===== config.mk =====
export PLATFORM = sky130hd
export DESIGN_NAME = queue_rr_arbiter
export DESIGN_NICKNAME = d
export VERILOG_FILES = /design/src/rtl/queue_rr_arbiter.sv
export SDC_FILE = /design/constraint.sdc
export NUM_CORES = 1
export LEC_CHECK = 0
export ABC_AREA = 1
export CELL_PAD_IN_SITES_DETAIL_PLACEMENT = 1
export CELL_PAD_IN_SITES_GLOBAL_PLACEMENT = 2
export CORE_MARGIN = 10
export CORE_UTILIZATION = 23
export DETAILED_ROUTE_END_ITERATION = 6
export PLACE_DENSITY = 0.83
export SLEW_MARGIN = 0
export SYNTH_ARGS = -nofsm -noshare
export SYNTH_HDL_FRONTEND = slang
export SYNTH_SLANG_ARGS = --single-unit

===== constraint.sdc =====
create_clock -name clk -period 2.1 [get_ports clk]
set_clock_uncertainty 0.15 [all_clocks]
set_input_delay 0.42 -clock clk [delete_from_list [all_inputs] [get_ports clk]]
set_output_delay 0.42 -clock clk [all_outputs]
set_load 0.03 [all_outputs]

===== src/rtl/queue_rr_arbiter.sv =====
// Front-end for the 8-entry queue: round-robin sharing of the enqueue port between
// two producers, plus sequencing of the queue's multi-cycle dequeue for one consumer.
module queue_rr_arbiter #(
    parameter int W       = 4,
    parameter int DEQ_LAT = 2,
    parameter int CNT_W   = 8
) (
    input  logic             clk,
    input  logic             rst,
    input  logic             req0,
    input  logic [W-1:0]     data0,
    input  logic             req1,
    input  logic [W-1:0]     data1,
    output logic             gnt0,
    output logic             gnt1,
    input  logic             pop_req,
    output logic             pop_valid,
    output logic [W-1:0]     pop_data,
    output logic             enq,
    output logic [W-1:0]     in,
    output logic             deq,
    input  logic [W-1:0]     out,
    input  logic             full,
    input  logic             empty,
    output logic             busy,
    output logic [CNT_W-1:0] gcnt0,
    output logic [CNT_W-1:0] gcnt1
);

    localparam int WCNT_W = (DEQ_LAT > 1) ? $clog2(DEQ_LAT) : 1;

    typedef enum logic [1:0] {
        S_IDLE,
        S_WAIT,
        S_CAP
    } state_t;

    state_t            state_q, state_d;
    logic [WCNT_W-1:0] wcnt_q, wcnt_d;
    logic              last_q, last_d;
    logic [CNT_W-1:0]  gcnt0_q, gcnt0_d;
    logic [CNT_W-1:0]  gcnt1_q, gcnt1_d;

    logic deq_start;
    logic eligible;

    // NOTE: state registers use non-blocking assignments so every flop samples pre-edge values.
    always_ff @(posedge clk or posedge rst) begin
        if (rst) begin
            state_q <= S_IDLE;
            wcnt_q  <= '0;
            last_q  <= 1'b1;
            gcnt0_q <= '0;
            gcnt1_q <= '0;
        end else begin
            state_q <= state_d;
            wcnt_q  <= wcnt_d;
            last_q  <= last_d;
            gcnt0_q <= gcnt0_d;
            gcnt1_q <= gcnt1_d;
        end
    end

    assign deq_start = (state_q == S_IDLE) && pop_req && !empty;

    // NOTE: every signal gets a default at the top of the block so no latch is inferred.
    always_comb begin
        state_d = state_q;
        wcnt_d  = wcnt_q;
        case (state_q)
            S_IDLE: begin
                if (deq_start) begin
                    state_d = (DEQ_LAT == 1) ? S_CAP : S_WAIT;
                    wcnt_d  = WCNT_W'(DEQ_LAT - 1);
                end
            end
            S_WAIT: begin
                wcnt_d = wcnt_q - WCNT_W'(1);
                if (wcnt_q == WCNT_W'(1)) begin
                    state_d = S_CAP;
                end
            end
            S_CAP: begin
                state_d = S_IDLE;
            end
            default: begin
                state_d = S_IDLE;
            end
        endcase
    end

    // Strobes are forced low during reset because the request inputs are not.
    always_comb begin
        deq       = !rst && deq_start;
        pop_valid = !rst && (state_q == S_CAP);
        busy      = !rst && (state_q != S_IDLE);
        pop_data  = out;
    end

    // Dequeue wins over enqueue, and the queue ignores enq while a dequeue is in flight.
    assign eligible = !rst && !full && !deq_start &&
                      ((state_q == S_IDLE) || (state_q == S_CAP));

    always_comb begin
        gnt0   = eligible && req0 && (!req1 || last_q);
        gnt1   = eligible && req1 && (!req0 || !last_q);
        enq    = gnt0 || gnt1;
        in     = gnt1 ? data1 : data0;
        last_d = last_q;
        if (gnt0) begin
            last_d = 1'b0;
        end else if (gnt1) begin
            last_d = 1'b1;
        end
    end

    always_comb begin
        gcnt0_d = gcnt0_q;
        gcnt1_d = gcnt1_q;
        if (gnt0 && (gcnt0_q != '1)) begin
            gcnt0_d = gcnt0_q + CNT_W'(1);
        end
        if (gnt1 && (gcnt1_q != '1)) begin
            gcnt1_d = gcnt1_q + CNT_W'(1);
        end
    end

    assign gcnt0 = gcnt0_q;
    assign gcnt1 = gcnt1_q;

endmodule


; ---- After elaboration in Yosys (flattened, before gate mapping)
; Cells that the tools add are included.
[classes]
add_sub_neg = 3
multipliers = 0
div = 0
n_lt_le_gt_ge = 0
n_eq_ne = 6
shift = 0
n_mux = 8
n_bitwise = 0
n_reduce_logical = 31
[ops]
columns = operator, n
row1 = adder 8 x 1 -> 8 bit (second input constant), 2
row2 = != test 8 bit (second input constant), 2
row3 = logical AND 1 bit, 14
row4 = logical NOT 1 bit, 7
row5 = nonzero test 2 bit, 3
row6 = logical OR 1 bit, 4
row7 = 2-to-1 mux 2 bit, 2
row8 = 2-to-1 mux 4 bit, 1
row9 = != test 2 bit (second input constant), 2
row10 = case mux 2 bit (2 select lines), 1
row11 = AND reduction 2 bit, 2
row12 = 2-to-1 mux 1 bit, 3
row13 = == test 2 x 1 -> 1 bit (second input constant), 1
row14 = == test 2 bit (second input constant), 1
row15 = logical NOT 2 bit, 1
row16 = case mux 1 bit (2 select lines), 1
row17 = subtractor 1 bit (second input constant), 1
[word_totals]
regBits = 20
latchBits = 0
mem_bits_rw = 0
rom_bits = 0
in_bits = 19
out_inout_bits = 30
elab_cells = 53
memories = 0

; ---- Depth between registers and ports, before layout
[depth]
word_depth = 10
mapped_depth = 8
ltp_nobuf = 8

; ---- Least setup slack after synthesis
; OpenSTA, ideal clock, no wires.
[synth_timing]
path_kind = input port to output port
start = in rst
end = out in[0]
arrival_time_ns = 1.592
slack_ns = -0.062
stages = 7
n_path_buf = 0
path_cell_list = inv_2 nand2_1 nor2_2 nand3_4 inv_2 nand2_1 nand2_1
[synth_via]
elab_chain_len = 7
[synth_lines]
columns = element, line
row1 = start: declaration, 9  ; input logic rst,
row2 = logical NOT 1 bit, 101  ; assign eligible = !rst && !full && !deq_start &&
row3 = logical AND 1 bit (3 in series), 101
row4 = logical AND 1 bit (2 in series), 106  ; gnt1 = eligible && req1 && (!req0 || !last_q);
row5 = net gnt1, 15  ; output logic gnt1,
row6 = 2-to-1 mux 4 bit, 108  ; in = gnt1 ? data1 : data0;
row7 = end: declaration, 20  ; output logic [W-1:0] in,
; The timed path passes the listed nets, and every way through them passes these cells.

; ---- Worst setup path after layout
[layout_timing]
start = reg state_q[0]
end = out enq
[layout_via]
elab_chain_len = 9
[layout_lines]
columns = element, line
row1 = start: declaration, 38  ; state_t state_q, state_d;
row2 = start signal: assignment, 56  ; state_q <= state_d;
row3 = logical NOT 2 bit, "64, 102"
row4 = logical AND 1 bit (2 in series), 64  ; assign deq_start = (state_q == S_IDLE) && pop_req && !empty;
row5 = logical NOT 1 bit, 101
row6 = logical AND 1 bit, 101
row7 = logical AND 1 bit *, 101
row8 = "logical AND 1 bit, on equally long branches (2 in series)", "105, 106"
row9 = logical OR 1 bit *, 107  ; enq = gnt0 || gnt1;
row10 = end: declaration, 19  ; output logic enq,
; Mark *: on every way between the ends. The rest lies on a longest branch, timed or not.

==> metrics <==
clk sinks=20; Comb pwr share=42.8%; crit-path max FO=5; vias in the first global route=1419; Distinct cells, synth=25; Starting Density=24.0%; Slew Viols, Final=0; grt ovf=0; switching share of total power=around two fifths; gpl congestion=approximately 0.74; Root Buffer=clkbuf_8; Yosys warnings=0; Critical Path AT=1450 ps; DR WL/cell=12.7 um; chip height=96.2 um; Buf/Inv on CP=2; Period Utilization, post-route=96.3%; IO buf count=40; die width=~96 um; status=completed; worst skew pair latency=approximately 270 ps; die area=9260 um2; clock buffer depth=2; worst path cell trace=nor2_2 > nand2_2 > buf_4 > nand3_1 > nand2_1 > buf_4; Non-Filler Instances=328; Net count, final=278; GRT Overall Usage=9.15%; Synth Net Count=216; initial antenna violation count=0; Slew Limit Headroom=approximately 78%; DP Cell Count=about 320; min-delay worst type=primary input to async pin; Int Pwr=1.06 mW; final hold violation count=0; Async SR Flop Fraction=100%; first-pass GRT wire length=6780 um; utilization after layout=between 30% and 40%; area grow syn2layout=51.6%; Period minus WS final=around 2000 ps; Max Fclk=0.494 GHz; Slowest cell on crit path=dfrtp_2; Design Power=approximately 1.8 mW; TritonCTS clock tree=done; crit end category=output pin; CP Class=flop to output pin; Req. time, crit path=1530 ps; clock transition at the registers of the reported paths=90 ps; routed vias=1377; pwr/cell area=878 nW/um2; Final setup viols=0; CTS H-Tree Depth=1; layout cells sized above 1=23.4%; clock share of power=22.7%; clock buffer count from CTS=3; dpl hpwl=3220 um; Vias/cell=between 4 and 5; final wirelength=4160 um; most frequent CP cell=buf_4; Pleak=around 1.1 nW; cell count after synthesis=195; core area=roughly 5600 um2; syn avg cell area=6.85 um2; Final ANT Viol Nets=0; Post-Syn Area=1340 um2; setup TNS=0 ps; Iteration-0 DRC Markers=23; Tightest Pin Transition=329 ps; Switching Power=0.720 mW; RSZ-0062 raised after global routing=no; Post-synth EDFFs=0; Setup crit start kind=flop; share of power burned in registers=34.4%; Peak VDD IR=around 470 uV; Synth Register Bits=20; Seq/Total Area, Yosys=37.5%; # IOs=49; FP Rows=27; Crit path max-delay family=flip-flops; largest net degree at the start of global routing=21; Critical Path Max Stage Delay=between 400 and 500 ps; Main synth FF type=dfrtp_1; drt pass-1 iters=2; max_cap viols=0; Hold WS=315 ps; n_diodes=0; DRC=0
## Yosys cell counts (2+ instances only)
master   instances  area share [%]
nor2_2           3             1.4
dfrtp_1         19              36
xor2_1           4             2.6
o21ai_0          3             1.1
a21oi_1          2            0.75
inv_2            6             1.7
nand4_1          3             1.4
nand3_1         13             4.9
inv_1           21             5.9
ha_1             2             1.9
buf_4            4             2.2
nand3_2          3             2.2
nor2_1          13             3.7
nand2_1         87              24
xnor2_1          2             1.3
## registers in the layout, summed over array words and instances (netlist names)
register and cells:
gcnt0 8, last_q 1, gcnt1 8, state_q 2, wcnt_q 1
## timing repair
action,in CTS,in global routing
setup buffers,8,0
gates resized for setup,15,1
pin swaps,5,1
hold buffers,0,0
endpoints found under the setup margin,8,6
## power groups by stage
stage	logic (mW)	clock network (mW)	registers, mW
after CTS	0.776	0.413	0.616
after floorplan	0.349	0	0.709
after global placement	0.731	0	0.611
after global routing	0.841	0.429	0.635
after detailed placement	0.750	0	0.617
final	0.762	0.404	0.613
## logic make-up after synthesis
logic type      after synthesis  synth area share [%]
buf+inv                      32                  10.2
simple gates                128                  43.1
compound gates                7                  3.37
fa+ha+maj                     2                  1.87
xor+xnor                      6                  3.93
flops                        20                  37.5
## final cells by class
class | instances | area (um2)
Sequential cell | 20 | 503
Timing Repair Buffer | 62 | 544
Fill cell | 711 | 3550
Tap cell | 72 | 90.1
Inverter | 27 | 106
Multi-Input combinational cell | 143 | 711
Clock inverter | 1 | 30.0
Clock buffer | 3 | 41.3
## cell usage in the layout, fill, tap and decap left out, types with 3 or more instances in the layout
master | Yosys | layout
inv_2 | 6 | 5
clkbuf_8 | 0 | 3
nand2_1 | 87 | 86
xor2_1 | 4 | 4
nand4_1 | 3 | 3
dfrtp_1 | 19 | 18
nor2_2 | 3 | 4
o21ai_0 | 3 | 3
nand3_2 | 3 | 3
buf_6 | 0 | 3
clkdlybuf4s50_1 | 0 | 24
buf_4 | 4 | 29
inv_1 | 21 | 20
nor2_1 | 13 | 11
dlygate4sd2_1 | 0 | 6
nand3_1 | 13 | 13
## through the flow
stage	worst slack, ps	cell area, um2
6_report	77.2	2030
5_1_grt	1.04	2030
4_1_cts	14.3	2020
3_5_place_dp	-182	1870
3_3_place_gp	-122	1870
2_1_floorplan	59.9	1340
## routing by layer
| metal | share of wire (%) | vias up | global-route usage (%) |
|---|---|---|---|
| li1 | - | 712 | - |
| met1 | 44 | 633 | 10.9 |
| met2 | 47 | 30 | 15.5 |
| met3 | 8.3 | 2 | 3.19 |
| met4 | 0.43 | 0 | 1.84 |
| met5 | 0 | - | 0 |
## worst paths after layout
check	start	cells past startpoint	slack, ps	to
hold / removal	rst	4	310	state_q[1]
setup / recovery	state_q[0]	6	80	enq
max in group asynchronous	rst	4	1200	last_q
min in group clk	last_q	2	360	last_q
setup reg to reg	gcnt0[0]	7	360	gcnt0[6]
hold reg to reg	last_q	2	360	last_q
## worst reg2reg max path, cell delays in order (launching register included)
cell     delay [ps]
dfrtp_1         440
ha_1            270
nand3_2         110
inv_1            50
nand2_1         210
nand3_2         240
nand2_1         110
nand2_1          60
No activity file was read; power rests on OpenSTA's default activity.
